==> config.mk <==
export PLATFORM = sky130hd
export DESIGN_NAME = bulls_cows_solver
export DESIGN_NICKNAME = d
export VERILOG_FILES = /design/src/rtl/bulls_cows_solver.sv
export SDC_FILE = /design/constraint.sdc
export NUM_CORES = 1
export LEC_CHECK = 0
export CAP_MARGIN = 20
export CORE_MARGIN = 2
export CORE_UTILIZATION = 45
export CTS_CLUSTER_DIAMETER = 50
export DETAILED_ROUTE_END_ITERATION = 7
export PLACE_DENSITY = 0.69
export SETUP_SLACK_MARGIN = 0.02
export SYNTH_ARGS = -nofsm -noshare
export SYNTH_HDL_FRONTEND = slang
export SYNTH_SLANG_ARGS = --single-unit
==> constraint.sdc <==
create_clock -name clk -period 19.8 [get_ports clk]
set_clock_uncertainty 0.2 [all_clocks]
set_input_delay 3.96 -clock clk [delete_from_list [all_inputs] [get_ports clk]]
set_output_delay 3.96 -clock clk [all_outputs]
set_load 0.005 [all_outputs]
==> src/rtl/bulls_cows_solver.sv <==
// Automatic Bulls-and-Cows guesser: searches for the next distinct-digit guess consistent
// with all feedback so far. Define BULLS_HEX_DIGITS_EN for hex digits 0-F.
module bulls_cows_solver #(
  parameter int unsigned MAX_GUESS = 10
) (
  input  logic        clk,
  input  logic        rst,
  input  logic        start,
  input  logic        result_valid,
  input  logic [3:0]  a_cnt,
  input  logic [3:0]  b_cnt,
  output logic [15:0] guess,
  output logic        guess_valid,
  output logic        busy,
  output logic        solved,
  output logic        fail,
  output logic [3:0]  guess_num
);

`ifdef BULLS_HEX_DIGITS_EN
  localparam logic [15:0] LastCand = 16'hFFFF;
`else
  localparam logic [15:0] LastCand = 16'h9999;
`endif

  typedef enum logic [2:0] {StIdle, StSearch, StPresent, StDone, StFail} state_e;

  function automatic logic [15:0] next_cand(input logic [15:0] c);
`ifdef BULLS_HEX_DIGITS_EN
    return c + 16'd1;
`else
    logic [15:0] r;
    logic        carry;
    r     = c;
    carry = 1'b1;
    for (int i = 0; i < 4; i++) begin
      if (carry) begin
        if (r[4*i +: 4] == 4'd9) begin
          r[4*i +: 4] = 4'd0;
        end else begin
          r[4*i +: 4] = r[4*i +: 4] + 4'd1;
          carry       = 1'b0;
        end
      end
    end
    return r;
`endif
  endfunction

  function automatic logic distinct(input logic [15:0] c);
    logic ok;
    ok = 1'b1;
    for (int i = 0; i < 4; i++) begin
      for (int j = i + 1; j < 4; j++) begin
        if (c[4*i +: 4] == c[4*j +: 4]) ok = 1'b0;
      end
    end
    return ok;
  endfunction

  function automatic logic [3:0] score_a(input logic [15:0] c, input logic [15:0] g);
    logic [3:0] a;
    a = 4'd0;
    for (int i = 0; i < 4; i++) begin
      if (c[4*i +: 4] == g[4*i +: 4]) a = a + 4'd1;
    end
    return a;
  endfunction

  // Candidate digits are distinct, so each guess digit matches at most one other position.
  function automatic logic [3:0] score_b(input logic [15:0] c, input logic [15:0] g);
    logic [3:0] b;
    b = 4'd0;
    for (int i = 0; i < 4; i++) begin
      for (int j = 0; j < 4; j++) begin
        if (i != j && g[4*i +: 4] == c[4*j +: 4]) b = b + 4'd1;
      end
    end
    return b;
  endfunction

  state_e             state_q, state_d;
  logic [15:0]        cand_q, cand_d;
  logic               init_q, init_d;
  logic [15:0]        guess_q, guess_d;
  logic               guess_valid_q, guess_valid_d;
  logic               busy_q, busy_d;
  logic               solved_q, solved_d;
  logic               fail_q, fail_d;
  logic [3:0]         guess_num_q, guess_num_d;
  logic [MAX_GUESS-1:0] hist_valid_q, hist_valid_d;
  logic [15:0]        hist_g_q [MAX_GUESS];
  logic [15:0]        hist_g_d [MAX_GUESS];
  logic [3:0]         hist_a_q [MAX_GUESS];
  logic [3:0]         hist_a_d [MAX_GUESS];
  logic [3:0]         hist_b_q [MAX_GUESS];
  logic [3:0]         hist_b_d [MAX_GUESS];
  logic               hit;

  always_comb begin
    hit = distinct(cand_q);
    for (int i = 0; i < int'(MAX_GUESS); i++) begin
      if (hist_valid_q[i] && (score_a(cand_q, hist_g_q[i]) != hist_a_q[i] ||
                              score_b(cand_q, hist_g_q[i]) != hist_b_q[i])) begin
        hit = 1'b0;
      end
    end
  end

  always_comb begin
    state_d       = state_q;
    cand_d        = cand_q;
    init_d        = init_q;
    guess_d       = guess_q;
    guess_valid_d = guess_valid_q;
    busy_d        = busy_q;
    solved_d      = solved_q;
    fail_d        = fail_q;
    guess_num_d   = guess_num_q;
    hist_valid_d  = hist_valid_q;
    hist_g_d      = hist_g_q;
    hist_a_d      = hist_a_q;
    hist_b_d      = hist_b_q;
    case (state_q)
      StIdle, StDone, StFail: begin
        if (start) begin
          state_d      = StSearch;
          cand_d       = 16'd0;
          init_d       = 1'b1;
          guess_d      = 16'd0;
          busy_d       = 1'b1;
          solved_d     = 1'b0;
          fail_d       = 1'b0;
          guess_num_d  = 4'd0;
          hist_valid_d = '0;
        end
      end
      StSearch: begin
        // One settling cycle after start before candidate 0 is judged.
        if (init_q) begin
          init_d = 1'b0;
        end else if (hit) begin
          guess_d       = cand_q;
          guess_valid_d = 1'b1;
          state_d       = StPresent;
        end else if (cand_q == LastCand) begin
          state_d = StFail;
          fail_d  = 1'b1;
          busy_d  = 1'b0;
        end else begin
          cand_d = next_cand(cand_q);
        end
      end
      StPresent: begin
        if (result_valid && guess_valid_q) begin
          guess_valid_d = 1'b0;
          guess_num_d   = guess_num_q + 4'd1;
          for (int i = 0; i < int'(MAX_GUESS); i++) begin
            if (4'(i) == guess_num_q) begin
              hist_valid_d[i] = 1'b1;
              hist_g_d[i]     = guess_q;
              hist_a_d[i]     = a_cnt;
              hist_b_d[i]     = b_cnt;
            end
          end
          if (a_cnt == 4'd4) begin
            state_d  = StDone;
            solved_d = 1'b1;
            busy_d   = 1'b0;
          end else if (guess_num_q + 4'd1 == 4'(MAX_GUESS) || cand_q == LastCand) begin
            state_d = StFail;
            fail_d  = 1'b1;
            busy_d  = 1'b0;
          end else begin
            state_d = StSearch;
            cand_d  = next_cand(cand_q);
          end
        end
      end
      default: state_d = StIdle;
    endcase
  end

  always_ff @(posedge clk) begin
    if (!rst) begin
      state_q       <= StIdle;
      cand_q        <= 16'd0;
      init_q        <= 1'b0;
      guess_q       <= 16'd0;
      guess_valid_q <= 1'b0;
      busy_q        <= 1'b0;
      solved_q      <= 1'b0;
      fail_q        <= 1'b0;
      guess_num_q   <= 4'd0;
      hist_valid_q  <= '0;
      for (int i = 0; i < int'(MAX_GUESS); i++) begin
        hist_g_q[i] <= 16'd0;
        hist_a_q[i] <= 4'd0;
        hist_b_q[i] <= 4'd0;
      end
    end else begin
      state_q       <= state_d;
      cand_q        <= cand_d;
      init_q        <= init_d;
      guess_q       <= guess_d;
      guess_valid_q <= guess_valid_d;
      busy_q        <= busy_d;
      solved_q      <= solved_d;
      fail_q        <= fail_d;
      guess_num_q   <= guess_num_d;
      hist_valid_q  <= hist_valid_d;
      hist_g_q      <= hist_g_d;
      hist_a_q      <= hist_a_d;
      hist_b_q      <= hist_b_d;
    end
  end

  assign guess       = guess_q;
  assign guess_valid = guess_valid_q;
  assign busy        = busy_q;
  assign solved      = solved_q;
  assign fail        = fail_q;
  assign guess_num   = guess_num_q;

endmodule

==> flow_metrics.tcl <==
set metrics [dict create \
    status "completed" \
    synth_area_um2 30200 \
    grt_max_degree 110 \
    grt_overflow 0 \
    slew_headroom_pct 21.8 \
    yosysWarnings 0 \
    seqCellArea_um2 5940 \
    drc 0 \
    route.vias.total 26200 \
    worstMarginPinSlew_ns 1.17 \
    synth_top_area_share_pct 19.5 \
    synthTopCellsByArea "dfxtp_1, xnor2_1, xor2_1" \
    nets 3871 \
    die-height_um 263 \
    ant_nets 0 \
    synth-seq-area-share_pct 19.5 \
    synth_cell_types 92 \
    gp_congestion 0.905 \
    avgSynthCellArea_um2 7.66 \
    path_class "flop to flop" \
    hold_viol 0 \
    fmax_mhz 90.3 \
    ys.flop_type "dfxtp_1" \
    synth_common_cells "nand2_1, xnor2_1, xor2_1, a21oi_1, dfxtp_1" \
    place_hpwl_um 59200 \
    fillers 6368 \
    die_width_um 263 \
    worstSkewPairLatency_ns 0.58 \
    std_cell_rows 94 \
    crit_path_end_kind "flop" \
    start_util_pct 45.6 \
    clockBufferDepth 3 \
    io-pin-count 36 \
    crit_path_top_delay_cell "o41ai_4" \
    io_buffers 35 \
    cts_resized 0 \
    synthToLayoutAreaGrowth_pct 6.49 \
    clock-root-buffer "clkbuf_16" \
    hold_buffers 0 \
    finalCritPeriodShare_pct 56.0 \
    wl_per_cell_um 19.2 \
    grt_pass1_wl_um 139000 \
    initialDrtViolationCount 2143 \
    clk_pin_slew_worst_paths_ns 0.06 \
    via_per_inst 5.69 \
    cts_sinks 294 \
    diodes 0 \
    cts_buffers 41 \
    grt_pass1_vias 24500 \
    core_um2 66100 \
    multi_input_area_um2 22200 \
    grt_use_total_pct 24.9 \
    crit_arrival_ns 11.32 \
    cp-start-kind "flop" \
    syn_inst 3936 \
    cts_tree "built" \
    drt-total-wl_um 88600 \
    drv_cap 0 \
    ys_ff_latch 294 \
    hold_path.class "flop to flop" \
    path_max_fanout 32 \
    slew_viol_final 0 \
    setup_viol 0 \
    period_minus_slack_ns 11.08 \
    rsz0062_at_grt "false" \
    hold-worst-slack_ns 0.256 \
    htreeDepth 2 \
    synthMostInstantiatedCell "nand2_1" \
    dr.pass1.iters 5 \
    cp.required_ns 20.04 \
    antenna_found_initial 1 \
    yosys.area.top_type "dfxtp_1" \
    synth_edf_count 0 \
    dieArea_um2 69100 \
    cp_slowest_stage_delay_ns 0.88 \
    drive_above_1_share_pct 6.95 \
    synth_fp_nets 4093 \
    async_flop_share_pct 0 \
    cts_setup_buffers 0 \
    final.setup.tns_ns 0 \
    crit_path_frequent_cell "ha_1" \
]
-- placed cells by master (no fill, tap or decap), types with 22 or more instances in the layout --
| cell type | synthesis | final |
|---|---|---|
| nand4_1 | 62 | 62 |
| o21ai_0 | 49 | 49 |
| nand3_1 | 51 | 51 |
| inv_1 | 135 | 134 |
| xnor3_1 | 34 | 34 |
| a31oi_1 | 30 | 30 |
| mux2_2 | 22 | 22 |
| a21oi_1 | 307 | 307 |
| nor4_2 | 24 | 25 |
| buf_4 | 5 | 79 |
| dfxtp_1 | 294 | 278 |
| xnor2_1 | 534 | 534 |
| nor2_1 | 151 | 151 |
| xor2_1 | 459 | 459 |
| nand2_1 | 692 | 692 |
| clkbuf_16 | 0 | 41 |
| ha_1 | 145 | 145 |
| mux2i_1 | 58 | 58 |
| and4_1 | 36 | 36 |
| clkdlybuf4s50_1 | 0 | 35 |
| nor3_1 | 38 | 37 |
| nor4_1 | 69 | 68 |
-- cells by family (layout without fill, tap and decap cells) --
family,after synthesis,after routing,share of synthesized area (%)
AND/OR/NAND/NOR,1298,1298,21.2
XOR/XNOR,1045,1045,32.6
AO/OA/AOI/OAI,554,554,11.2
buffers and inverters,520,326,6.83
flip-flops,294,294,19.5
adder cells (fa/ha/maj),145,145,6.01
multiplexers,80,80,2.75
-- area by class of cell --
class | count | share of cell area, %
multi-input combinational | 3122 | 69.2
sequential | 294 | 18.5
clock buffer | 51 | 3.50
tap | 864 | 3.37
timing repair buffer | 118 | 3.00
inverter | 137 | 1.62
clock inverter | 20 | 0.795
-- layer usage --
metal	vias up	wire, um	part of all wire [%]	GRT usage (%)
met1	12500	38500	43	33.4
met4	0	3350	3.8	8.97
met2	938	39800	45	40.6
met5	-	0	0	0
li1	12600	-	-	-
met3	190	6980	7.9	3.79
-- worst paths after layout --
| path | from | to | slack [ns] | cells past startpoint |
|---|---|---|---|---|
| max reg2reg | cand_q[7] | cand_q[15] | 8.72 | 40 |
| min | hist_a_q[7] | hist_a_q[7] | 0.26 | 2 |
| max | cand_q[7] | cand_q[15] | 8.72 | 40 |
| min reg2reg | hist_a_q[7] | hist_a_q[7] | 0.26 | 2 |
-- critical path: cells and delay by family, from the launching register on --
kind | cells | cell delay [ns]
flip-flops | 1 | 0.80
AND/OR/NAND/NOR | 12 | 2.12
AO/OA/AOI/OAI | 9 | 2.87
adder cells (fa/ha/maj) | 10 | 2.93
XOR/XNOR | 3 | 0.54
multiplexers | 4 | 0.97
buffers and inverters | 2 | 0.48
-- flip-flops by register name, summed over array words and instances, names as in the netlist --
register / cells
state_q: 3
solved: 1
init_q: 1
cand_q: 16
hist_valid_q: 10
fail: 1
hist_g_q: 160
busy: 1
guess_num: 4
hist_b_q: 40
hist_a_q: 40
guess: 16
guess_valid: 1
-- stage by stage --
step / worst slack, ns / util (%) / area, um^2 / cells
after floorplan: 8.83 / - / 30200 / 3936
after global placement: 9.07 / 46.5 / 30700 / 4530
after detailed placement: 8.88 / 46.5 / 30700 / 4531
after CTS: 8.83 / 48.6 / 32100 / 4602
after global routing: 7.95 / 48.6 / 32100 / 4606
final: 8.72 / 48.6 / 32100 / 4606
Power is not shown: default switching activity piles up to over one toggle a cycle in this logic, so the estimate is an artifact.
